===== src/rtl/mem_port_arbiter.sv =====
`default_nettype none
// +--------------------------------------------------------------------------+
// | Module   : mem_port_arbiter                                              |
// | Desc     : Shares one single-ported variable-latency memory between      |
// |            instruction fetch and the MEM stage; freezes the pipeline     |
// |            while a data access is outstanding. Optional watchdog under   |
// |            macro MEM_TIMEOUT_EN.                                         |
// | Revision : 1.0 - initial release                                         |
// +--------------------------------------------------------------------------+
module mem_port_arbiter #(
  parameter int ADDR_W  = 32,
  parameter int DATA_W  = 32,
  parameter int TIMEOUT = 255
) (
  input  logic              clk,
  input  logic              rst,
  input  logic              if_req,
  input  logic [ADDR_W-1:0] if_addr,
  output logic [DATA_W-1:0] if_rdata,
  output logic              if_valid,
  input  logic              mem_r_en,
  input  logic              mem_w_en,
  input  logic [ADDR_W-1:0] alu_result,
  input  logic [DATA_W-1:0] val_rm,
  output logic [DATA_W-1:0] dm_rdata,
  output logic              dm_done,
  output logic              freeze,
  output logic              mem_req,
  output logic              mem_we,
  output logic [ADDR_W-1:0] mem_addr,
  output logic [DATA_W-1:0] mem_wdata,
  input  logic [DATA_W-1:0] mem_rdata,
  input  logic              mem_ready,
  output logic              mem_err
);

  typedef enum logic [2:0] {
    ST_IDLE   = 3'd0,
    ST_D_ACC  = 3'd1,
    ST_I_ACC  = 3'd2,
    ST_D_RESP = 3'd3,
    ST_I_RESP = 3'd4
  } state_t;

  localparam logic              c_grant_inst   = 1'b0;
  localparam logic              c_grant_data   = 1'b1;
  localparam logic [7:0]        c_timeout_last = 8'(TIMEOUT - 1);
  localparam logic [DATA_W-1:0] c_abort_data   = DATA_W'(32'hDEADBEEF);

  state_t            r_state;
  state_t            w_state_nxt;
  logic              r_last_grant;
  logic              r_mem_req;
  logic              r_mem_we;
  logic [ADDR_W-1:0] r_mem_addr;
  logic [DATA_W-1:0] r_mem_wdata;
  logic [DATA_W-1:0] r_dm_rdata;
  logic [DATA_W-1:0] r_if_rdata;

  logic              w_data_req;
  logic              w_in_idle;
  logic              w_in_acc;
  logic              w_grant_d;
  logic              w_grant_i;
  logic              w_abort;
  logic              w_acc_done;
  logic [DATA_W-1:0] w_rd_val;

  assign w_data_req = mem_r_en | mem_w_en;
  assign w_in_idle  = (r_state == ST_IDLE);
  assign w_in_acc   = (r_state == ST_D_ACC) || (r_state == ST_I_ACC);

  // Data wins unless fetch is also waiting and data was served last.
  assign w_grant_d  = w_in_idle && w_data_req && (!if_req || (r_last_grant == c_grant_inst));
  assign w_grant_i  = w_in_idle && !w_grant_d && if_req;

`ifdef MEM_TIMEOUT_EN
  logic [7:0] r_wait_cnt;
  logic       r_mem_err;

  assign w_abort = w_in_acc && !mem_ready && (r_wait_cnt == c_timeout_last);

  always_ff @(posedge clk or negedge rst) begin
    if (!rst) begin
      r_wait_cnt <= 8'd0;
      r_mem_err  <= 1'b0;
    end else begin
      if (w_grant_d || w_grant_i) begin
        r_wait_cnt <= 8'd0;
      end else if (w_in_acc && !mem_ready) begin
        r_wait_cnt <= r_wait_cnt + 8'd1;
      end
      if (w_abort) begin
        r_mem_err <= 1'b1;
      end
    end
  end

  assign mem_err = r_mem_err;
`else
  logic w_unused_timeout;

  assign w_abort          = 1'b0;
  assign w_unused_timeout = ^c_timeout_last;
  assign mem_err          = 1'b0;
`endif

  assign w_acc_done = w_in_acc && (mem_ready || w_abort);
  assign w_rd_val   = w_abort ? c_abort_data : mem_rdata;

  always_ff @(posedge clk or negedge rst) begin
    if (!rst) begin
      r_state <= ST_IDLE;
    end else begin
      r_state <= w_state_nxt;
    end
  end

  always_comb begin
    w_state_nxt = r_state;
    case (r_state)
      ST_IDLE: begin
        if (w_grant_d) begin
          w_state_nxt = ST_D_ACC;
        end else if (w_grant_i) begin
          w_state_nxt = ST_I_ACC;
        end
      end
      ST_D_ACC: begin
        if (w_acc_done) begin
          w_state_nxt = ST_D_RESP;
        end
      end
      ST_I_ACC: begin
        if (w_acc_done) begin
          w_state_nxt = ST_I_RESP;
        end
      end
      ST_D_RESP: w_state_nxt = ST_IDLE;
      ST_I_RESP: w_state_nxt = ST_IDLE;
      default:   w_state_nxt = ST_IDLE;
    endcase
  end

  // Request side is latched at grant and held untouched until completion.
  always_ff @(posedge clk or negedge rst) begin
    if (!rst) begin
      r_mem_req    <= 1'b0;
      r_mem_we     <= 1'b0;
      r_mem_addr   <= '0;
      r_mem_wdata  <= '0;
      r_dm_rdata   <= '0;
      r_if_rdata   <= '0;
      r_last_grant <= c_grant_inst;
    end else if (w_grant_d) begin
      r_mem_req    <= 1'b1;
      r_mem_we     <= mem_w_en;
      r_mem_addr   <= alu_result;
      r_mem_wdata  <= val_rm;
    end else if (w_grant_i) begin
      r_mem_req    <= 1'b1;
      r_mem_we     <= 1'b0;
      r_mem_addr   <= if_addr;
      r_mem_wdata  <= '0;
    end else if (w_acc_done) begin
      r_mem_req <= 1'b0;
      if (r_state == ST_D_ACC) begin
        r_last_grant <= c_grant_data;
        if (!r_mem_we) begin
          r_dm_rdata <= w_rd_val;
        end
      end else begin
        r_last_grant <= c_grant_inst;
        r_if_rdata   <= w_rd_val;
      end
    end
  end

  assign mem_req   = r_mem_req;
  assign mem_we    = r_mem_we;
  assign mem_addr  = r_mem_addr;
  assign mem_wdata = r_mem_wdata;
  assign dm_rdata  = r_dm_rdata;
  assign if_rdata  = r_if_rdata;
  assign dm_done   = (r_state == ST_D_RESP);
  assign if_valid  = (r_state == ST_I_RESP);
  // The pipeline advances only in the cycle the data response is presented.
  assign freeze    = w_data_req && (r_state != ST_D_RESP);

endmodule
`default_nettype wire


===== config.mk =====
export PLATFORM = sky130hd
export DESIGN_NAME = mem_port_arbiter
export DESIGN_NICKNAME = d
export VERILOG_FILES = /design/src/rtl/mem_port_arbiter.sv
export SDC_FILE = /design/constraint.sdc
export NUM_CORES = 1
export LEC_CHECK = 0
export CORE_MARGIN = 2
export CORE_UTILIZATION = 25
export CTS_CLUSTER_SIZE = 40
export DETAILED_ROUTE_END_ITERATION = 16
export GPL_TIMING_DRIVEN = 0
export PLACE_DENSITY = 0.56
export SKIP_LAST_GASP = 1
export SLEW_MARGIN = 10
export SYNTH_ARGS = -nofsm -noshare
export SYNTH_HDL_FRONTEND = slang
export SYNTH_SLANG_ARGS = --single-unit

===== constraint.sdc =====
create_clock -name clk -period 3.5 [get_ports clk]
set_input_delay 0.35 -clock clk [delete_from_list [all_inputs] [get_ports clk]]
set_output_delay 0.35 -clock clk [all_outputs]
set_load 0.03 [all_outputs]

==> results of run 1 <==
-- cells in the mapped netlist (2+ instances only) --
| master | number | share of area [%] |
|---|---|---|
| sky130_fd_sc_hd__buf_6 | 5 | 1.0 |
| sky130_fd_sc_hd__nor4_4 | 2 | 0.78 |
| sky130_fd_sc_hd__mux2_1 | 6 | 1.2 |
| sky130_fd_sc_hd__o21ai_0 | 2 | 0.18 |
| sky130_fd_sc_hd__a22o_1 | 34 | 5.5 |
| sky130_fd_sc_hd__mux2_2 | 122 | 25 |
| sky130_fd_sc_hd__nor2_1 | 6 | 0.41 |
| sky130_fd_sc_hd__a21oi_1 | 3 | 0.27 |
| sky130_fd_sc_hd__buf_4 | 8 | 1.1 |
| sky130_fd_sc_hd__dfrtp_1 | 134 | 61 |
| sky130_fd_sc_hd__nand3b_1 | 2 | 0.27 |
| sky130_fd_sc_hd__buf_2 | 10 | 0.92 |
-- cell type report --
type / count / area, µm²
flip-flops and latches: 134 / 3350
clock buffers: 21 / 440
plain buffers: 23 / 166
repair buffers: 268 / 2700
inverters: 1 / 3.75
fillers: 2016 / 12600
clock inverters: 10 / 83.8
well taps: 280 / 350
multi-input cells: 188 / 1940
-- flip-flops by register name, summed over array words and instances (netlist names) --
signal / cells
dm_rdata: 32
if_rdata: 32
mem_addr: 32
mem_req: 1
mem_wdata: 32
mem_we: 1
r_last_grant: 1
r_state: 3
-- layer usage --
layer	GRT usage (%)	wire [µm]
met2	22.3	7500
met1	16.4	6370
met3	6.08	1380
met5	0	0
met4	5.65	352
-- kinds of logic (layout without fill, tap and decap cells) --
logic type,after synthesis,after routing,synth area share [%]
other,1,1,0.0686
flip-flops,134,134,61.4
AO/OA/AOI/OAI,42,42,6.46
multiplexers,128,128,26.4
buffers and inverters,24,323,3.11
AND/OR/NAND/NOR,17,17,2.59
-- power breakdown --
| part | switching, mW | leakage, nW | internal (mW) |
|---|---|---|---|
| Clock | 0.646 | 0.256 | 0.964 |
| Combinational | 2.64 | 1.88 | 2.36 |
| Sequential | 0.397 | 1.62 | 2.33 |
| Total | 3.68 | 3.75 | 5.65 |
-- stage by stage --
step / setup TNS (ns) / utilization (%) / hold slack, ns
floorplan: 0 / - / 0.0544
global placement: -429.87 / 39.2 / 0.471
detailed placement: 0 / 39.3 / 0.443
CTS: 0 / 41.8 / 0.487
global route: 0 / 41.8 / 0.506
finish: 0 / 41.8 / 0.490
-- worst max path at each step --
stage / start / cells after the start / endpoint / slack [ns]
after floorplan: r_state[1] / 4 / freeze / 1.82
after global placement: rst / 1 / dm_rdata[22] / -3.22
after detailed placement: mem_w_en / 5 / mem_addr[7] / 0.97
after CTS: r_state[1] / 4 / if_valid / 1.12
after global routing: r_state[1] / 4 / dm_done / 1.00
final: r_state[1] / 4 / dm_done / 1.13
-- what timing repair did --
action | CTS | global route
endpoints found under the setup margin | 0 | 0
hold endpoints to repair | 8 | 0
hold buffers | 1 | 0
resized for setup | 0 | 0
==> summary by stage, run 1 <==
Status
The flow ran to the end, and the final reports show no timing, DRC or antenna violations.

Critical path
The required time of the critical path is approximately 3.2 ns. The startpoint identified for the worst register-to-register timing path is r_state[2]. The cell class contributing the biggest share of worst-path delay is buffers and inverters.

Walking the worst path, the cells encountered are buf_2 -> nand2_1 -> nor2_1 -> clkdlybuf4s50_1. The critical path class is reg -> out. The highest-delay cell along the critical path is sky130_fd_sc_hd__clkdlybuf4s50_1. The startpoint type of the worst setup path is a flip-flop. The largest fanout of any net on the critical path is 9.

The capturing element type of the critical path is an output pin. Data arrives at the worst endpoint at 2.02 ns. The count of buffer and inverter cells on the critical path is 2.

Across all register-to-register paths, the minimum setup slack is 1.65 ns. The longest individual stage delay on the worst path is 0.75 ns. The worst register-to-register path has a depth of 5. The terminus of the critical flop-to-flop path is if_rdata[4].

Global route
The global-route wire length before repair is roughly 25000 µm. The via count of the first global-routing pass is roughly 4400. The total routing usage reported by global routing is about 14%. Entering global routing, the biggest net connects 80 pins. The total congestion overflow after global routing is 0. The number of antenna violations at the first check in global routing is 0.

Drt
The detail route stage leaves a number of antenna-violating nets equal to 0. The total via count in the routed design is between 3000 and 4000. The final routed wirelength across all metal layers is between 15000 and 20000 µm. The initial DRC count is about 120. Dividing the detail-routed wire length by the instance count gives ~17 µm. The number of vias per cell after detailed routing is ~4.3. After detailed routing, the number of remaining DRC violations is 0.

Before antenna repair, the detailed router went through 4 iterations.

Clocking
The clock tree root buffer cell is sky130_fd_sc_hd__clkbuf_16. TritonCTS built the clock tree. The number of clock buffers added by TritonCTS is 17. Clock tree synthesis found a total of 134 sinks. Counting along the longest clock path gives a buffer depth of 2.

Clock-pin slew was measured on the worst setup and hold paths at approximately 0.060 ns. The clock reaches the later pin of the worst-skew pair after roughly 0.4 ns. The H-tree depth is 4. After clock tree synthesis, the setup repair step added 0 buffers.

Logic synthesis
The synthesized design contains ~130 register bits. The count of flip-flops with a built-in enable after synthesis is 0. The synthesized area per cell is around 16 µm². Yosys printed 0 warnings.

The share of flip-flops with an asynchronous set or reset is 100%. The share of the Yosys chip area taken by registers is approximately three fifths. The number of cells produced by synthesis is around 350.

The count of distinct cell types in the synthesized netlist is 24. The number of nets handed over by synthesis was between 400 and 500. In this run the cell area of the synthesized design comes to between 5000 and 6000 µm². For this run, the leading register cell type out of synthesis is sky130_fd_sc_hd__dfrtp_1.

Timing
After layout, the worst setup slack is about 1.1 ns. The minimum clock period is around 2.4 ns. The worst pin sits at a relative slew slack of between 50% and 60%. The total count of hold-check failures in the final report was 0. Setup repair after global routing left no endpoint under its margin. Setup violations remaining at the end of the flow were counted as 0. Dividing the final minimum period by the clock period gives between 60% and 70%. The maximum clock skew at final layout is 0.00773 ns. Static timing analysis puts the maximum clock frequency at 0.423 GHz. The slew at the pin with the worst max-slew slack is 0.725 ns. The number of max-slew violations in the final report is 0.

Run
Across the run, the number of max-cap violations was 0.

Die
The die span in x is 152 µm. The initial standard-cell utilization of the core is about 25%. After floorplanning, the core was sized to cover between 20000 and 25000 µm².

The die area is roughly 23000 µm². Row generation in the floorplan step produced 54 rows. The vertical die dimension is 152 µm.

The number of top-level design ports is ~270.

Min path
For hold timing, the worst endpoint is if_rdata[6]. In this run the most critical hold path is launched from if_rdata[6]. The worst hold path belongs to the class reg -> reg. The number of instances on the worst hold path is 1.

Place
The post-place setup slack is between 0.9 and 1 ns. The congestion estimate from routability-driven global placement came to between 0.8 and 0.9. The total of buffers placed on input and output ports is 266. The placed instances occupy a cell area of approximately 8500 µm². The number of instances in the placed design is about 890. After legalization and detailed placement, the total HPWL measured 11700 µm.

Layout
In the layout the commonest cells are 265 x sky130_fd_sc_hd__clkdlybuf4s50_1, 134 x sky130_fd_sc_hd__dfrtp_1, 122 x sky130_fd_sc_hd__mux2_2, 34 x sky130_fd_sc_hd__a22o_1, 17 x sky130_fd_sc_hd__clkbuf_16. Relative to the synthesized area, the layout overhead comes to 65.5%. The repair_antennas step left the layout with diodes totalling 0. The fraction of layout instances using a drive strength above 1 is between 20 and 30%. The number of nets in the final layout is 767.

After routing the design area is about 9000 µm². The most common cell after layout, fill and taps aside is sky130_fd_sc_hd__clkdlybuf4s50_1. For this run, the number of standard cells in the final layout without fillers is 925.

Power and ir drop
The design draws roughly 9.3 mW. The power density over the cells is just over 1000 nW/µm². The static leakage is 3.75 nW. IR analysis of the VDD net gives a maximum drop of between 0.0004 and 0.0005 V.
No activity file was read; power rests on OpenSTA's default activity.
==> run 2: changes to the inputs <==
Settings changed: PLACE_DENSITY 0.56 to 0.58.
Clock period 3.5 ns to 2.1 ns, I/O delays scaled along.
==> run 2 against run 1 <==
- setup slack worse by 1.0 ns
- sequential power up 67%
- global-route usage down 0.14 points
- critical path depth unchanged
- first-iteration DRC count up 4.3%
- design area about the same
- via count up 0.91%
- largest cell class unchanged
- sequential cell count unchanged
- non-clock buffer count unchanged
==> summary by stage, run 2 (synthesized netlist as in run 1, its figures left out) <==
Timing
Setup repair after global routing left no endpoint under its margin. The setup-violating endpoint count in the final report was 0 (unchanged). The total count of hold-check failures in the final report came to 0 (unchanged).

The share of the clock period used by the worst path is a little over 90%. The number of max-slew violations in the final report is 0 (unchanged). The slew at the pin with the worst max-slew slack is 0.529 ns (-0.196 ns). The max-slew headroom at the worst pin is 64.8% (+13 points). The maximum clock skew at final layout was 0.0101 ns (+0.00239 ns).

The minimum setup slack in the final design is 0.138 ns (-0.997 ns). After layout, the minimum clock period comes to ~2.0 ns. The peak clock frequency supported by timing is between 0.5 and 0.6 GHz.

Die
The die span in x is 152 µm (unchanged). The core footprint is 21600 µm² (unchanged). The number of top-level design ports is 268 (unchanged). The vertical die dimension is 152 µm (unchanged). The die area came to 23000 µm² (unchanged). The number of cell rows came to 54 (unchanged).

The initial standard-cell utilization of the core was 25.3% (unchanged).

Global route
The number of antenna violations at the first check in global routing was 0 (unchanged). The total routing usage reported by global routing was 13.8% (-0.14 points). The pin count of the biggest net entering global routing was 81 (+1.3%). The total congestion overflow after global routing came to 0 (unchanged). The global-route wire length before repair is 25200 µm (-0.44%). The via count of the first global-routing pass is 4386 (+0.25%).

Critical path
The depth of the most critical reg-to-reg path came to 5 (unchanged). The worst path arrival time is 1.75 ns (-0.27 ns). STA classifies the critical path startpoint as a flip-flop. The largest fanout of any net on the critical path is 9 (unchanged). The required time of the critical path came to 1.89 ns (-1.26 ns).

The critical path class is reg -> out. The worst setup path is captured at an output pin.

Layout
The top cell types in the final layout, fill and taps aside, are 262 x sky130_fd_sc_hd__clkdlybuf4s50_1, 134 x sky130_fd_sc_hd__dfrtp_1, 122 x sky130_fd_sc_hd__mux2_2, 34 x sky130_fd_sc_hd__a22o_1, 17 x sky130_fd_sc_hd__clkbuf_16. The fraction of layout instances using a drive strength above 1 is 28.7% (+0.51 points). The area occupied by multi-input gates is 1940 µm² (unchanged). The core utilization of the finished layout is 41.8% (about the same). The number of inserted filler cells in the final layout is 2007 (-0.45%). The area growth from synthesis to layout is 65.4% (about the same). The antenna cell count came to 0 (unchanged).

The number of nets in the final layout came to 767 (unchanged). The library cell used most frequently in the layout, excluding fill and tap cells, is sky130_fd_sc_hd__clkdlybuf4s50_1. The register area was 3350 µm² (unchanged).

Power and ir drop
The clock group share of total power is 17.1% (about the same). The switching power of the nets came to 6.20 mW (+68%). The portion of total power attributed to combinational logic came to 53.6% (about the same).

The sequential group share of total power was 29.3% (about the same). The cell internal power dissipation was 9.32 mW (+65%). The static leakage is 3.75 nW (about the same). The switching share of total power is 39.9% (+0.48 points). The power density over the cells is 1720 nW/µm² (+66%). The overall power consumption is 15.5 mW (+66%). The maximum resistive drop on vdd is 0.000810 V (+70%).

Place
The total of buffers placed on input and output ports is 266 (unchanged). The final RePlAce weighted congestion came to 0.850 (+6.2%). The post-detailed-placement half-perimeter wirelength is 11700 µm (+0.59%). The post-place setup slack came to -0.297 ns (-1.26 ns).

Clocking
The number of CTS-inserted buffers was 17 (unchanged). The count of clock tree sinks is 134 (unchanged). The clock tree root buffer cell is sky130_fd_sc_hd__clkbuf_16.

The H-tree depth is 4 (unchanged). The clock latency of the later-clocked register in the worst-skew pair was 0.42 ns (about the same). The maximum buffer depth of the clock tree is 2 (unchanged). The post-CTS clock slew at the launch and capture registers of the worst setup and hold paths is 0.06 ns (about the same). The number of buffers inserted to repair setup after CTS is 0 (unchanged).

The clock tree from TritonCTS is built.

Drt
The number of antenna-violating nets in the routed design came to 0 (unchanged). The total via count in the routed design is 4012 (+0.91%). The number of vias per cell after detailed routing was 4.34 (+1.0%). The count of unresolved DRC violations after routing was 0 (unchanged). The final routed wirelength across all metal layers is 15700 µm (+0.73%). The routed wire length per instance is 17.0 µm (+0.84%). The total iterations of the first detailed-routing run came to 4 (unchanged). The initial DRC count is 120 (+4.3%).

Status
The flow ran to the end, and the final reports show no timing, DRC or antenna violations.

Min path
The class of the most critical hold timing path is in -> async.

Run
The number of maximum-capacitance constraint violations is 0 (unchanged).
## run 2: cell types whose count changed in the layout (fill, tap and decap cells not counted), sizes merged
cell	delta
bufinv	-1
clkdlybuf4s50	-3
clkinvlp	+3
inv	+1
clkbuf	-3
dlygate4sd2	+3
clkinv	-1
## run 2: per-layer routing
layer  vias to the layer above  share of wire, %  track usage (%)
met3                        17               7.7             4.82
met2                       180                48             22.7
met5                         -                 0                0
met1                      1974                43             16.7
met4                         0               1.6             4.94
li1                       1841                 -                -
## run 2: worst max-delay path, cell delays in order, from the launching register on
cell,delay [ns]
sky130_fd_sc_hd__dfrtp_1,0.36
sky130_fd_sc_hd__buf_2,0.19
sky130_fd_sc_hd__nor2_1,0.20
sky130_fd_sc_hd__and2_1,0.16
sky130_fd_sc_hd__dlygate4sd2_1,0.43
## run 2: timing repair
item                       4_1_cts  5_1_grt
hold endpoints to repair        54        0
setup endpoints to repair        3        0
gates resized for setup          3        0
hold buffers                     1        0
## run 2: through the flow
step                      hold slack (ns)  setup TNS, ns  instances  instance area [µm²]
final                               0.330              0        924                 9030
after global placement              0.471        -590.65        892                 8480
after global routing                0.363              0        924                 9030
after CTS                           0.338              0        924                 9030
after floorplan                   -0.0856              0        346                 5460
after detailed placement            0.206          -8.05        893                 8500
## run 2: layout make-up
| type | instances | share of cell area [%] |
|---|---|---|
| Buffer | 23 | 1.84 |
| Clock buffer | 18 | 4.86 |
| Clock inverter | 12 | 0.928 |
| Inverter | 1 | 0.0416 |
| Multi-Input combinational cell | 188 | 21.5 |
| Sequential cell | 134 | 37.1 |
| Tap cell | 280 | 3.88 |
| Timing Repair Buffer | 268 | 29.9 |
## run 2: final timing paths
kind                             startpoint      endpoint  slack, ns
worst max-delay path             r_state[1]      if_valid       0.14
worst max register to register   r_state[2]  if_rdata[26]       0.22
min in group clk                  val_rm[8]  mem_wdata[8]       0.41
max in group asynchronous               rst  dm_rdata[25]       1.00
worst min-delay path                    rst  mem_wdata[9]       0.33
worst min register to register  if_rdata[9]   if_rdata[9]       0.48
## run 2: power groups by stage
stage | logic (mW) | clock network, mW | registers (mW)
after detailed placement | 8.43 | 0 | 4.59
after global placement | 8.33 | 0 | 4.54
final | 8.32 | 2.65 | 4.55
after floorplan | 2.42 | 0 | 6.99
after global routing | 8.74 | 2.89 | 4.73
after CTS | 8.45 | 2.77 | 4.57
==> run 3: changes to the inputs <==
Settings changed: CORE_UTILIZATION 25 to 37, PLACE_DENSITY 0.58 to 0.79, SKIP_LAST_GASP 1 to default.
==> run 3 against run 2 <==
- cell count decreased by 10%
- hold slack better by 0.026 ns
- setup slack gained 0.053 ns
- register-to-register slack better by 0.06 ns
- largest cell class unchanged
==> summary by stage, run 3 (synthesized netlist as in run 1, its figures left out) <==
Status
The run finished with clean final reports.

Timing
The setup-violating endpoint count in the final report was 0 (unchanged). The minimum setup slack in the final design is 0.191 ns (+0.0533 ns). Setup repair after global routing left no endpoint under its margin. The slew at the pin with the worst max-slew slack came to 0.581 ns (+0.0526 ns). The minimum clock period is 1.91 ns (-0.0533 ns). The share of the clock period used by the worst path came to 90.9% (-2.5 points). The number of max-slew violations in the final report is 0 (unchanged). The total count of hold-check failures in the final report is 0 (unchanged). The max-slew headroom at the worst pin came to 61.2% (-3.5 points). The peak clock frequency supported by timing came to 0.524 GHz (+2.8%). The maximum clock skew at final layout was 0.00767 ns (-0.00246 ns).

Place
The post-detailed-placement half-perimeter wirelength came to 11300 µm (-3.6%). The post-place setup slack is -0.249 ns (+0.0477 ns). The total of buffers placed on input and output ports is 266 (unchanged).

The final RePlAce weighted congestion is 0.786 (-7.5%).

Clocking
The number of CTS-inserted buffers is 17 (unchanged). The clock tree root buffer cell is sky130_fd_sc_hd__clkbuf_16. The clock latency of the later-clocked register in the worst-skew pair came to 0.41 ns (about the same). The count of clock tree sinks is 134 (unchanged). TritonCTS built the clock tree. The H-tree depth came to 4 (unchanged). The post-CTS clock slew at the launch and capture registers of the worst setup and hold paths is 0.06 ns (about the same). The maximum buffer depth of the clock tree came to 2 (unchanged).

Die
The vertical die dimension came to 126 µm (-17%). The number of top-level design ports is 268 (unchanged). The die span in x is 126 µm (-17%). The initial standard-cell utilization of the core is 37.7% (+12 points). The die area is 15800 µm² (-32%). The core footprint is 14500 µm² (-33%). The number of cell rows is 44 (-19%).

Global route
The number of antenna violations at the first check in global routing came to 0 (unchanged). The met3 routing resource usage after global routing is 8.81% (+4.0 points). The global-route wire length before repair is 24000 µm (-4.7%).

The met2 demand-to-capacity share in global routing was 33.5% (+11 points). The global routing stage identified its most utilized layer as met2. The via count of the first global-routing pass is 4543 (+3.6%). The total congestion overflow after global routing is 0 (unchanged). The total routing usage reported by global routing is 19.4% (+5.6 points). The pin count of the biggest net entering global routing is 73 (-9.9%).

The global-route met1 utilization is 21.1% (+4.4 points).

Layout
Leaving out fill and tap cells, the most frequent cell in the layout is sky130_fd_sc_hd__clkdlybuf4s50_1. The core utilization of the finished layout came to 62.4% (+21 points). The area growth from synthesis to layout is 65.4% (unchanged). In the layout the commonest cells are 262 x sky130_fd_sc_hd__clkdlybuf4s50_1, 134 x sky130_fd_sc_hd__dfrtp_1, 122 x sky130_fd_sc_hd__mux2_2, 34 x sky130_fd_sc_hd__a22o_1, 17 x sky130_fd_sc_hd__clkbuf_16. The antenna cell count is 0 (unchanged).

The fraction of layout instances using a drive strength above 1 was 28.5% (-0.20 points). The number of nets in the final layout is 767 (unchanged).

Critical path
The worst setup path is launched from a flip-flop. The flop-to-flop setup slack came to 0.28 ns (+0.06 ns). The required time of the critical path is 1.89 ns (about the same).

The largest fanout of any net on the critical path is 9 (unchanged). The worst path arrival time is 1.70 ns (-0.05 ns). STA classifies the critical path endpoint as an output pin. The critical path class is reg -> out.

Drt
The total iterations of the first detailed-routing run is 4 (unchanged). The initial DRC count is 136 (+13%). The number of vias per cell after detailed routing is 4.83 (+11%).

The total via count in the routed design came to 4007 (-0.12%). The number of antenna-violating nets in the routed design is 0 (unchanged). The final routed wirelength across all metal layers is 14900 µm (-5.4%).

The count of unresolved DRC violations after routing is 0 (unchanged). The routed wire length per instance came to 17.9 µm (+5.4%).

Power and ir drop
The switching power of the nets is 6.09 mW (-1.8%). The static leakage is 3.82 nW (+1.8%). The switching share of total power was 38.0% (-2.0 points). The power density over the cells is 1770 nW/µm² (+3.3%). The cell internal power dissipation is 9.95 mW (+6.7%). The maximum resistive drop on vdd is 0.000928 V (+15%). The sequential group share of total power is 28.4% (-0.9 points). The clock group share of total power is 19.8% (+2.7 points).

The portion of total power attributed to combinational logic is 51.8% (-1.8 points).

Min path
The class of the most critical hold timing path is in -> async.

Run
The number of maximum-capacitance constraint violations was 0 (unchanged).
## run 3: per-layer routing
metal  part of all wire [%]  routed length [µm]
met4                    2.2                 327
met1                     37                5480
met3                    9.6                1430
met5                      0                   0
met2                     51                7630
## run 3: power groups by stage
stage | sequential [mW] | combinational, mW | clock, mW
floorplan | 6.99 | 2.42 | 0
global placement | 4.51 | 8.24 | 0
detailed placement | 4.59 | 8.38 | 0
CTS | 4.57 | 8.41 | 3.25
global route | 4.73 | 8.73 | 3.37
finish | 4.56 | 8.31 | 3.17
## run 3: final timing paths
kind | start | endpoint | cells after the start
max | r_state[1] | if_valid | 4
min | rst | mem_wdata[1] | 2
max reg2reg | r_state[2] | if_rdata[27] | 5
min reg2reg | mem_wdata[11] | mem_wdata[11] | 1
max in group asynchronous | rst | dm_rdata[27] | 3
min in group clk | val_rm[1] | mem_wdata[1] | 2
## run 3: stage by stage
stage	hold slack (ns)	instances	TNS [ns]	power (mW)	instance area, µm²
after floorplan	-0.0856	346	0	9.41	5460
after global placement	0.470	796	-577.58	12.7	8360
after detailed placement	0.237	797	-6.54	13.0	8380
after CTS	0.368	829	0	16.2	9030
after global routing	0.399	829	0	16.8	9030
final	0.355	829	0	16.0	9030
## run 3: what timing repair did
| item | CTS | global route |
|---|---|---|
| endpoints found under the hold margin | 62 | 0 |
| resized for setup | 3 | 0 |
| hold buffers | 1 | 0 |
| endpoints found under the setup margin | 3 | 0 |
| buffers inserted | 0 | 0 |
## run 3: cell type report
class	instances	area [µm²]
fillers	1102	5450
flip-flops and latches	134	3350
repair buffers	268	2700
multi-input cells	188	1940
clock buffers	24	502
well taps	184	230
plain buffers	23	166
clock inverters	7	141
inverters	1	3.75
## run 3: critical path: stages, from the launching register on
cell	delay, ns
sky130_fd_sc_hd__dfrtp_1	0.36
sky130_fd_sc_hd__buf_2	0.19
sky130_fd_sc_hd__nor2_1	0.18
sky130_fd_sc_hd__and2_1	0.15
sky130_fd_sc_hd__dlygate4sd2_1	0.41
